$ cat src/rtl/tetris_pkg.sv
// Shared Tetris constants: playfield geometry and 640x480@60 VGA timing.
package tetris_pkg;

  localparam int GRID_ROWS     = 22;
  localparam int GRID_COLS     = 10;
  localparam int VIS_ROW_FIRST = 1;
  localparam int VIS_ROW_LAST  = 20;
  localparam int VIS_ROWS      = VIS_ROW_LAST - VIS_ROW_FIRST + 1;

  localparam int H_VIS  = 640;
  localparam int H_FP   = 16;
  localparam int H_SYNC = 96;
  localparam int H_BP   = 48;
  localparam int V_VIS  = 480;
  localparam int V_FP   = 10;
  localparam int V_SYNC = 2;
  localparam int V_BP   = 33;

  localparam int H_TOTAL = H_VIS + H_FP + H_SYNC + H_BP;
  localparam int V_TOTAL = V_VIS + V_FP + V_SYNC + V_BP;

endpackage

$ cat src/rtl/vga_timing.sv
// Free-running 800x525 raster counters with raw (unregistered) sync,
// visible and frame-start flags.
module vga_timing
  import tetris_pkg::*;
(
  input  logic       clk,
  input  logic       rst,
  output logic [9:0] hcnt,
  output logic [9:0] vcnt,
  output logic       hsync_raw,
  output logic       vsync_raw,
  output logic       visible,
  output logic       frame_flag
);

  localparam logic [9:0] H_LAST       = 10'(H_TOTAL - 1);
  localparam logic [9:0] V_LAST       = 10'(V_TOTAL - 1);
  localparam logic [9:0] H_VIS_END    = 10'(H_VIS);
  localparam logic [9:0] V_VIS_END    = 10'(V_VIS);
  localparam logic [9:0] H_SYNC_START = 10'(H_VIS + H_FP);
  localparam logic [9:0] H_SYNC_END   = 10'(H_VIS + H_FP + H_SYNC);
  localparam logic [9:0] V_SYNC_START = 10'(V_VIS + V_FP);
  localparam logic [9:0] V_SYNC_END   = 10'(V_VIS + V_FP + V_SYNC);

  // vcnt advances only on the last pixel of a line
  always_ff @(posedge clk or negedge rst) begin
    if (!rst) begin
      hcnt <= '0;
      vcnt <= '0;
    end else if (hcnt == H_LAST) begin
      hcnt <= '0;
      vcnt <= (vcnt == V_LAST) ? '0 : vcnt + 10'd1;
    end else begin
      hcnt <= hcnt + 10'd1;
    end
  end

  assign hsync_raw  = !((hcnt >= H_SYNC_START) && (hcnt < H_SYNC_END));
  assign vsync_raw  = !((vcnt >= V_SYNC_START) && (vcnt < V_SYNC_END));
  assign visible    = (hcnt < H_VIS_END) && (vcnt < V_VIS_END);
  assign frame_flag = (hcnt == 10'd0) && (vcnt == 10'd0);

endmodule

$ cat src/rtl/tetris_vga_render.sv
// Draws the Tetris playfield on 640x480 VGA from a grid snapshot that is
// refreshed once per frame during vertical blank.
module tetris_vga_render
  import tetris_pkg::*;
#(
  parameter int          CELL_PX = 16,
  parameter int          X0      = 240,
  parameter int          Y0      = 80,
  parameter logic [11:0] FG      = 12'hF80,
  parameter logic [11:0] BG      = 12'h111,
  parameter logic [11:0] BORDER  = 12'h888
) (
  input  logic                 clk,
  input  logic                 rst,
  input  logic [GRID_COLS-1:0] grid [GRID_ROWS-1:0],
  output logic                 hsync,
  output logic                 vsync,
  output logic [11:0]          rgb,
  output logic                 frame_start
);

  localparam int         SH    = $clog2(CELL_PX);
  localparam logic [9:0] BX0   = 10'(X0);
  localparam logic [9:0] BX1   = 10'(X0 + GRID_COLS * CELL_PX);
  localparam logic [9:0] BY0   = 10'(Y0);
  localparam logic [9:0] BY1   = 10'(Y0 + VIS_ROWS * CELL_PX);
  localparam logic [9:0] RING  = 10'd4;
  localparam logic [9:0] CMASK = 10'(CELL_PX - 1);

  logic [9:0] hcnt, vcnt;
  logic       hsync_raw, vsync_raw, visible, frame_flag;

  vga_timing u_timing (
    .clk        (clk),
    .rst        (rst),
    .hcnt       (hcnt),
    .vcnt       (vcnt),
    .hsync_raw  (hsync_raw),
    .vsync_raw  (vsync_raw),
    .visible    (visible),
    .frame_flag (frame_flag)
  );

  logic [GRID_COLS-1:0] snap [VIS_ROWS];
  logic                 snap_load;
  logic                 unused_rows;

  assign snap_load   = (hcnt == 10'd0) && (vcnt == 10'(V_VIS));
  // Spawn and floor rows are never drawn.
  assign unused_rows = ^{grid[0], grid[GRID_ROWS-1]};

  always_ff @(posedge clk or negedge rst) begin
    if (!rst) begin
      for (int r = 0; r < VIS_ROWS; r++) snap[r] <= '0;
    end else if (snap_load) begin
      for (int r = 0; r < VIS_ROWS; r++) snap[r] <= grid[r + VIS_ROW_FIRST];
    end
  end

  logic [9:0]  dx, dy;
  logic [4:0]  row;
  logic [3:0]  col;
  logic        in_board, in_ring, outline, cell_bit;
  logic [11:0] pix;

  // dx/dy only matter inside the board, where they cannot wrap
  always_comb begin
    dx       = hcnt - BX0;
    dy       = vcnt - BY0;
    col      = 4'(dx >> SH);
    row      = 5'(dy >> SH);
    in_board = (hcnt >= BX0) && (hcnt < BX1) && (vcnt >= BY0) && (vcnt < BY1);
    in_ring  = (hcnt + RING >= BX0) && (hcnt < BX1 + RING) &&
               (vcnt + RING >= BY0) && (vcnt < BY1 + RING);
    outline  = ((dx & CMASK) == CMASK) || ((dy & CMASK) == CMASK);
    cell_bit = 1'b0;
    if (in_board) cell_bit = snap[row][col];
    pix = 12'h000;
    if (!visible)     pix = 12'h000;
    else if (in_board) pix = (cell_bit && !outline) ? FG : BG;
    else if (in_ring)  pix = BORDER;
  end

  always_ff @(posedge clk or negedge rst) begin
    if (!rst) begin
      hsync       <= 1'b1;
      vsync       <= 1'b1;
      rgb         <= 12'h000;
      frame_start <= 1'b0;
    end else begin
      hsync       <= hsync_raw;
      vsync       <= vsync_raw;
      rgb         <= pix;
      frame_start <= frame_flag;
    end
  end

endmodule

$ cat config.mk
export PLATFORM = sky130hd
export DESIGN_NAME = tetris_vga_render
export DESIGN_NICKNAME = d
export VERILOG_FILES = /design/src/rtl/tetris_pkg.sv /design/src/rtl/vga_timing.sv /design/src/rtl/tetris_vga_render.sv
export SDC_FILE = /design/constraint.sdc
export NUM_CORES = 1
export LEC_CHECK = 0
export BUFFER_PORTS_ARGS = -buffer_cell sky130_fd_sc_hd__buf_4
export CORE_UTILIZATION = 24
export CTS_BUF_LIST = sky130_fd_sc_hd__clkbuf_16
export CTS_CLUSTER_DIAMETER = 120
export DETAILED_ROUTE_END_ITERATION = 16
export PLACE_DENSITY_LB_ADDON = 0.2
export RECOVER_POWER = 50
export SYNTH_ARGS = -nofsm -noshare
export SYNTH_HDL_FRONTEND = slang
export SYNTH_SLANG_ARGS = --single-unit
$ cat constraint.sdc
create_clock -name clk -period 5 [get_ports clk]
set_input_delay 0.25 -clock clk [delete_from_list [all_inputs] [get_ports clk]]
set_output_delay 0.25 -clock clk [all_outputs]
set_load 0.02 [all_outputs]
Yosys cells after proc, flatten, opt, wreduce, memory -nomap -nowiden
Index checks and enable logic that the tools add are counted.

storage, ports and cells
  output and inout port bits = 15
  memory bits (writable) = 0
  input port bits = 222
  bits in latches = 0
  logic and storage cells = 84
  memories kept = 0
  bits in registers = 235
  ROM bits = 0

cells by class
  bitwise logic cells = 1
  $mul = 0
  reduce and logical (&&, ||, !) cells = 18
  $lt $le $gt $ge = 16
  add/sub/neg operators = 6
  equal/unequal tests = 5
  mux-type cells = 12
  shift-type cells = 0
  div/mod/pow operators = 0

operator list
  kind                     number
  $lt A10 B9 Y1 const B    6
  $bmux W10 S5             1
  $mux W12                 4
  $mux W10                 4
  $add A10 B1 Y10 const B  2
  $add A10 B3 Y10 const B  2
  $eq A10 B10 Y1 const B   2
  $ge A10 B7 Y1 const B    2
  $ge A10 B8 Y1 const B    2
  $logic_not A10 Y1        2
  $lt A10 B10 Y1 const B   2
  $logic_and A1 B1 Y1      12
  $eq A10 B9 Y1 const B    1
  $ge A10 B10 Y1 const B   1
  $ge A10 B9 Y1 const B    1
  $sub A9 B7 Y9 const B    1
  $eq A4 B4 Y1 const B     2
  $sub A8 B8 Y8 const B    1
  $ge A6 B6 Y1 const B     1
  $not A5 Y6               1
  $lt A4 B5 Y1 const B     1
  $bmux W1 S4              1
  $logic_not A1 Y1         3
  $mux W1                  2
  $logic_or A1 B1 Y1       1

Logic depth before layout (Yosys ltp)
  depth after elaboration = 12
  gate-level depth with buffers = 14
  mapped depth without buffers = 9

Hierarchy
From an unflattened synthesis, not the netlist that was laid out.

second synthesis, totals
  cells, all modules = 796
  area total of the unflattened synthesis = 11,104.4 um^2

by module, submodules not included
  module             cells each  area each (um^2)  seq. area each (um^2)  instances
  tetris_vga_render  685         10,020.9          5,207.5                1
  vga_timing         111         1,083.5           500.5                  1

Worst setup path after synthesis
Ideal clock, no wire load.

  path kind = reg-to-reg
  start = reg u_timing.vcnt[4]
  end = reg rgb[4]
  data required time = 4.933 ns
  path buffers = 5
  stages on the path, launching flop included = 14
  period minus slack after synthesis = 3.184 ns
  setup time = 0.067 ns
  arrival time = 3.118 ns
  setup slack = 1.816 ns
  path through = dfrtp_1 buf_6 buf_12 buf_2 inv_1 ha_1 buf_2 buf_1 mux4_2 a21oi_1 o21ai_0 a22o_1 o2111ai_1 and3_1

between the ends
  cells in the longest elaborated chain, start to end = 12
  elaborated cells on any way between the ends = 18
  classes of those cells = add/sub: 1; order compare: 3; mux: 9; bitwise: 1; reduce/logical: 4

RTL lines
  item                                          RTL line                 source
  from (decl)                                   vga_timing.sv:9          output logic [9:0] vcnt,
  from (signal assigned)                        vga_timing.sv:32         vcnt <= (vcnt == V_LAST) ? '0 : vcnt + 10'd1;
  $sub A9 B7 Y9                                 tetris_vga_render.sv:69  dy = vcnt - BY0;
  $not A5 Y6 (implied by the code)              tetris_vga_render.sv:77  if (in_board) cell_bit = snap[row][col];
  $bmux W10 S5                                  tetris_vga_render.sv:77
  $mux W10 (implied by the code) (2 in series)  tetris_vga_render.sv:77
  $bmux W1 S4                                   tetris_vga_render.sv:77
  $mux W1 (implied by the code)                 tetris_vga_render.sv:77
  $mux W1                                       tetris_vga_render.sv:77
  $logic_and A1 B1 Y1                           tetris_vga_render.sv:80  else if (in_board) pix = (cell_bit && !outline) ? FG : BG;
  $mux W12 (2 in series)                        tetris_vga_render.sv:80
  $mux W12 (*)                                  tetris_vga_render.sv:79  if (!visible) pix = 12'h000;
  to (signal assigned)                          tetris_vga_render.sv:93  rgb <= pix;
  to (decl)                                     tetris_vga_render.sv:18  output logic [11:0] rgb,

Mark *: on every way between the ends. The rest lies on a longest branch, timed or not. The select of a mux whose other input is x is not followed.
A chain may end at the register's enable or synchronous reset.

Worst setup path in the final report
Ends and elaborated chain as after synthesis.

==> impl_metrics.ini <==
[run_status]
outcome = complete, but fails checks
violations_in_the_final_reports = max-capacitance violations, max-slew violations

[synth]
synth_top_flop_cell = sky130_fd_sc_hd__dfrtp_1
synth_seq_area_share_pct = 52.1
yosysWarningCount = 0
adder_and_majority_gate_portion_of_the_synthesized_area_pct = 1.48
synth.cell_area_um2 = 11000
post_synth.cell_area_avg_um2 = 14.0
synth-simple-area-share_pct = 5.49
synth_cell_type_count = 54
synth.mux.area_fraction_pct = 32.3
yosys_register_bits = 228
synth_async_sr_flop_share_pct = 100
postSynthCellCount = 781
fraction_of_synthesized_cell_area_in_xor_and_xnor_cells_pct = 1.18
synth-edff-count = 0
synth-compound-area-share_pct = 4.23
synth_top_family_by_area = multiplexers

[drt]
drc = 0
drt-initial-drc-count = 363
vias_after_detailed_routing = 7862
postRouteWirelength_mm = 31.5
firstDrtPassIters = 4
detail_route.wl_per_cell_um = 17.5
routed_via_density = 4.37
antenna_violating_nets_remaining = 0

[sta]
setup_viol = 0
setup_tns_ns = 0
unrepaired_setup_endpoints_after_global_routing = false
setup_slack_ns = 1.44
fmax_ghz = 0.281
hold_viol = 0
worst_slew_pin_slew_ns = 2.67
fin_crit_ns = 3.56
min_period_over_period_pct = 71.2
report.final.slew_viol_count = 101
clock-skew-final_ns = 0.0322
slew-limit-headroom_pct = -78.3

[setup_path]
critPathRequiredTime_ns = 5.46
timing.critical_path.to_type = register
r2r-end = rgb[4]
crit-reg2reg-launch = u_timing.vcnt[4]
critical_path_class = register to register
worst-endpoint-arrival_ns = 4.01
setup.worst_path.start = u_timing.vcnt[4]
crit_end = rgb[4]
regToRegSetupSlack_ns = 1.44
critPathMaxFanout = 36
launching_element_type_of_the_critical_path = register
r2r_depth = 9

[min_path]
min_path_type = primary input to register

[floorplanning]
rows = 77
die_area_um2 = 46500
floorplan.die.height_um = 216
core-area_um2 = 44600
fp.dieW_um = 216
count_of_pins_on_the_block_boundary = 237
start_util_pct = 24.6

[final_layout]
final_cells = 1798
layout-area-overhead-vs-synth_pct = 47.3
nNetsFinal = 1415
finalInstanceArea_um2 = 16200
fraction_of_final_layout_cells_with_drive_strength_greater_than_1_pct = 41.7
finish.utilization_pct = 36.2

[clock_network]
clkLatencyLatePin_ns = 0.59
clk_path_buf_depth = 3
htree_levels = 1
ctsRootBufferMaster = sky130_fd_sc_hd__clkbuf_16
clock-sinks = 228
clock_tree_from_tritoncts = built
postCtsResizedCells = 0
clkTransAtPathRegs_ns = 0.06
cts-buffers-inserted = 30

[pwr]
leakagePower_nw = 6.87
worst_ir_drop_vdd_mv = 0.270
power.density_cell_area_nw_per_um2 = 288

[flow_run]
cap_violations = 1

[global_routing]
global_route.overflow_total = 0
grt_first_pass_wirelength_mm = 50.2
global_route.usage.total_pct = 13.8
number_of_global_route_vias_before_repair = 8591
antenna_found_initial = 3
maximum_number_of_pins_on_one_net_before_global_route_repair = 129

[placement]
last_weighted_congestion_value_of_the_routability_driven_placer = 0.792
detailed_place.area_um2 = 13100
placedCellCount = 1539
pre_cts_slack_ns = 1.34
place_hpwl_mm = 21.2
port-buffer-count = 212
[cell type report]
cell class / count / area, um^2
Fill cell: 4342 / 28400
Sequential cell: 228 / 5710
Multi-Input combinational cell: 485 / 4940
Timing Repair Buffer: 422 / 3660
Clock buffer: 30 / 751
Tap cell: 592 / 741
Clock inverter: 25 / 292
Inverter: 13 / 48.8
Antenna cell: 3 / 7.51
[registers in the layout, summed over array words and instances, names as in the netlist]
name / cells
vsync: 1
rgb: 5
u_timing.hcnt: 10
frame_start: 1
u_timing.vcnt: 10
snap: 200
hsync: 1
[layout by cell type, fill, tap and decap left out, drive strengths merged, types with 7 or more instances in the layout]
master and n:
nand4 9, dlygate4sd3 201, buf 209, mux2 202, nand3 18, o21ai 24, inv 17, mux2i 8
ha 13, nor3 10, mux4 51, clkinv 14, nor2 19, nand2 37, dfrtp 226, clkbuf 42
xor2 7, a21oi 14
[logic make-up (layout without fill, tap and decap cells)]
family / count (synthesis) / after routing
xor+xnor: 13 / 13
compound gates: 72 / 72
other cells: 1 / 7
fa+ha+maj: 13 / 13
buf+inv: 71 / 490
flops: 228 / 228
mux: 261 / 261
simple gates: 122 / 122
[cells in the mapped netlist, drive strengths merged (2+ instances only)]
cell type  count  area (um^2)
a211oi         2         15.0
nor3          10         50.1
xor2           7         76.3
a211o          2         17.5
o211ai         2         15.0
nor4           5         31.3
clkbuf        34          128
nand3         18         90.1
mux4          51         1190
a31oi          5         31.3
o2111a         3         33.8
ha            13          163
mux2i          8         80.1
nor2          19         71.3
nor4b          2         17.5
nor2b          4         25.0
a21oi         14         70.1
dfstp          2         52.6
o2111ai        2         17.5
nand2b         2         12.5
xnor2          6         52.6
o22ai          5         31.3
o31ai          2         15.0
a21o           2         15.0
nor3b          3         22.5
and3           5         31.3
nand4          9         56.3
dfrtp        226         5660
and2           2         12.5
a22o           2         17.5
inv           13         48.8
nand2         37          139
mux2         202         2270
or3            3         18.8
o21ai         24          124
buf           24          175
[metal layers]
| layer | vias to the layer above | part of all wire, % | wire length, um | global-route usage, % |
|---|---|---|---|---|
| met5 | - | 0 | 0 | 0 |
| met4 | 0 | 2.1 | 654 | 3.45 |
| met3 | 36 | 4.2 | 1330 | 2.72 |
| met2 | 158 | 47 | 14800 | 22.3 |
| met1 | 3964 | 47 | 14700 | 19.0 |
| li1 | 3704 | - | - | - |
[worst max-delay path: stages (launching register included)]
cell	delay, ns
sky130_fd_sc_hd__dfrtp_4	0.40
sky130_fd_sc_hd__buf_4	0.42
sky130_fd_sc_hd__buf_4	0.67
sky130_fd_sc_hd__mux4_2	0.38
sky130_fd_sc_hd__nor3_1	0.05
sky130_fd_sc_hd__or3_1	0.41
sky130_fd_sc_hd__a2111o_1	0.42
sky130_fd_sc_hd__a32oi_1	0.20
sky130_fd_sc_hd__nand3_1	0.20
sky130_fd_sc_hd__and3_1	0.24
[metrics by stage]
step                hold slack (ns)  total power, mW
detailed placement            0.365             2.30
global placement              0.364             2.29
CTS                           0.378             4.76
floorplan                   -0.0456             2.10
finish                        0.430             4.66
global route                  0.411             4.87
[what timing repair did]
action                                 in CTS  in global routing
endpoints found under the hold margin     298                  0
buffers inserted                            0                  0
hold buffers                              201                  0
[worst min path at each step]
stage | to | slack, ns | cells past startpoint | start
floorplan | frame_start | -0.05 | 0 | rst
global route | snap[149] | 0.41 | 3 | grid[69]
finish | snap[141] | 0.43 | 3 | grid[61]
CTS | snap[33] | 0.38 | 2 | rst
detailed placement | snap[13] | 0.36 | 1 | rst
global placement | snap[33] | 0.36 | 1 | rst
[where the power goes]
part           internal (mW)  switching, mW
Sequential              1.93         0.0393
Combinational          0.291          0.132
Clock                   1.40          0.868
Note: power is estimated with default switching activity, not from simulation.
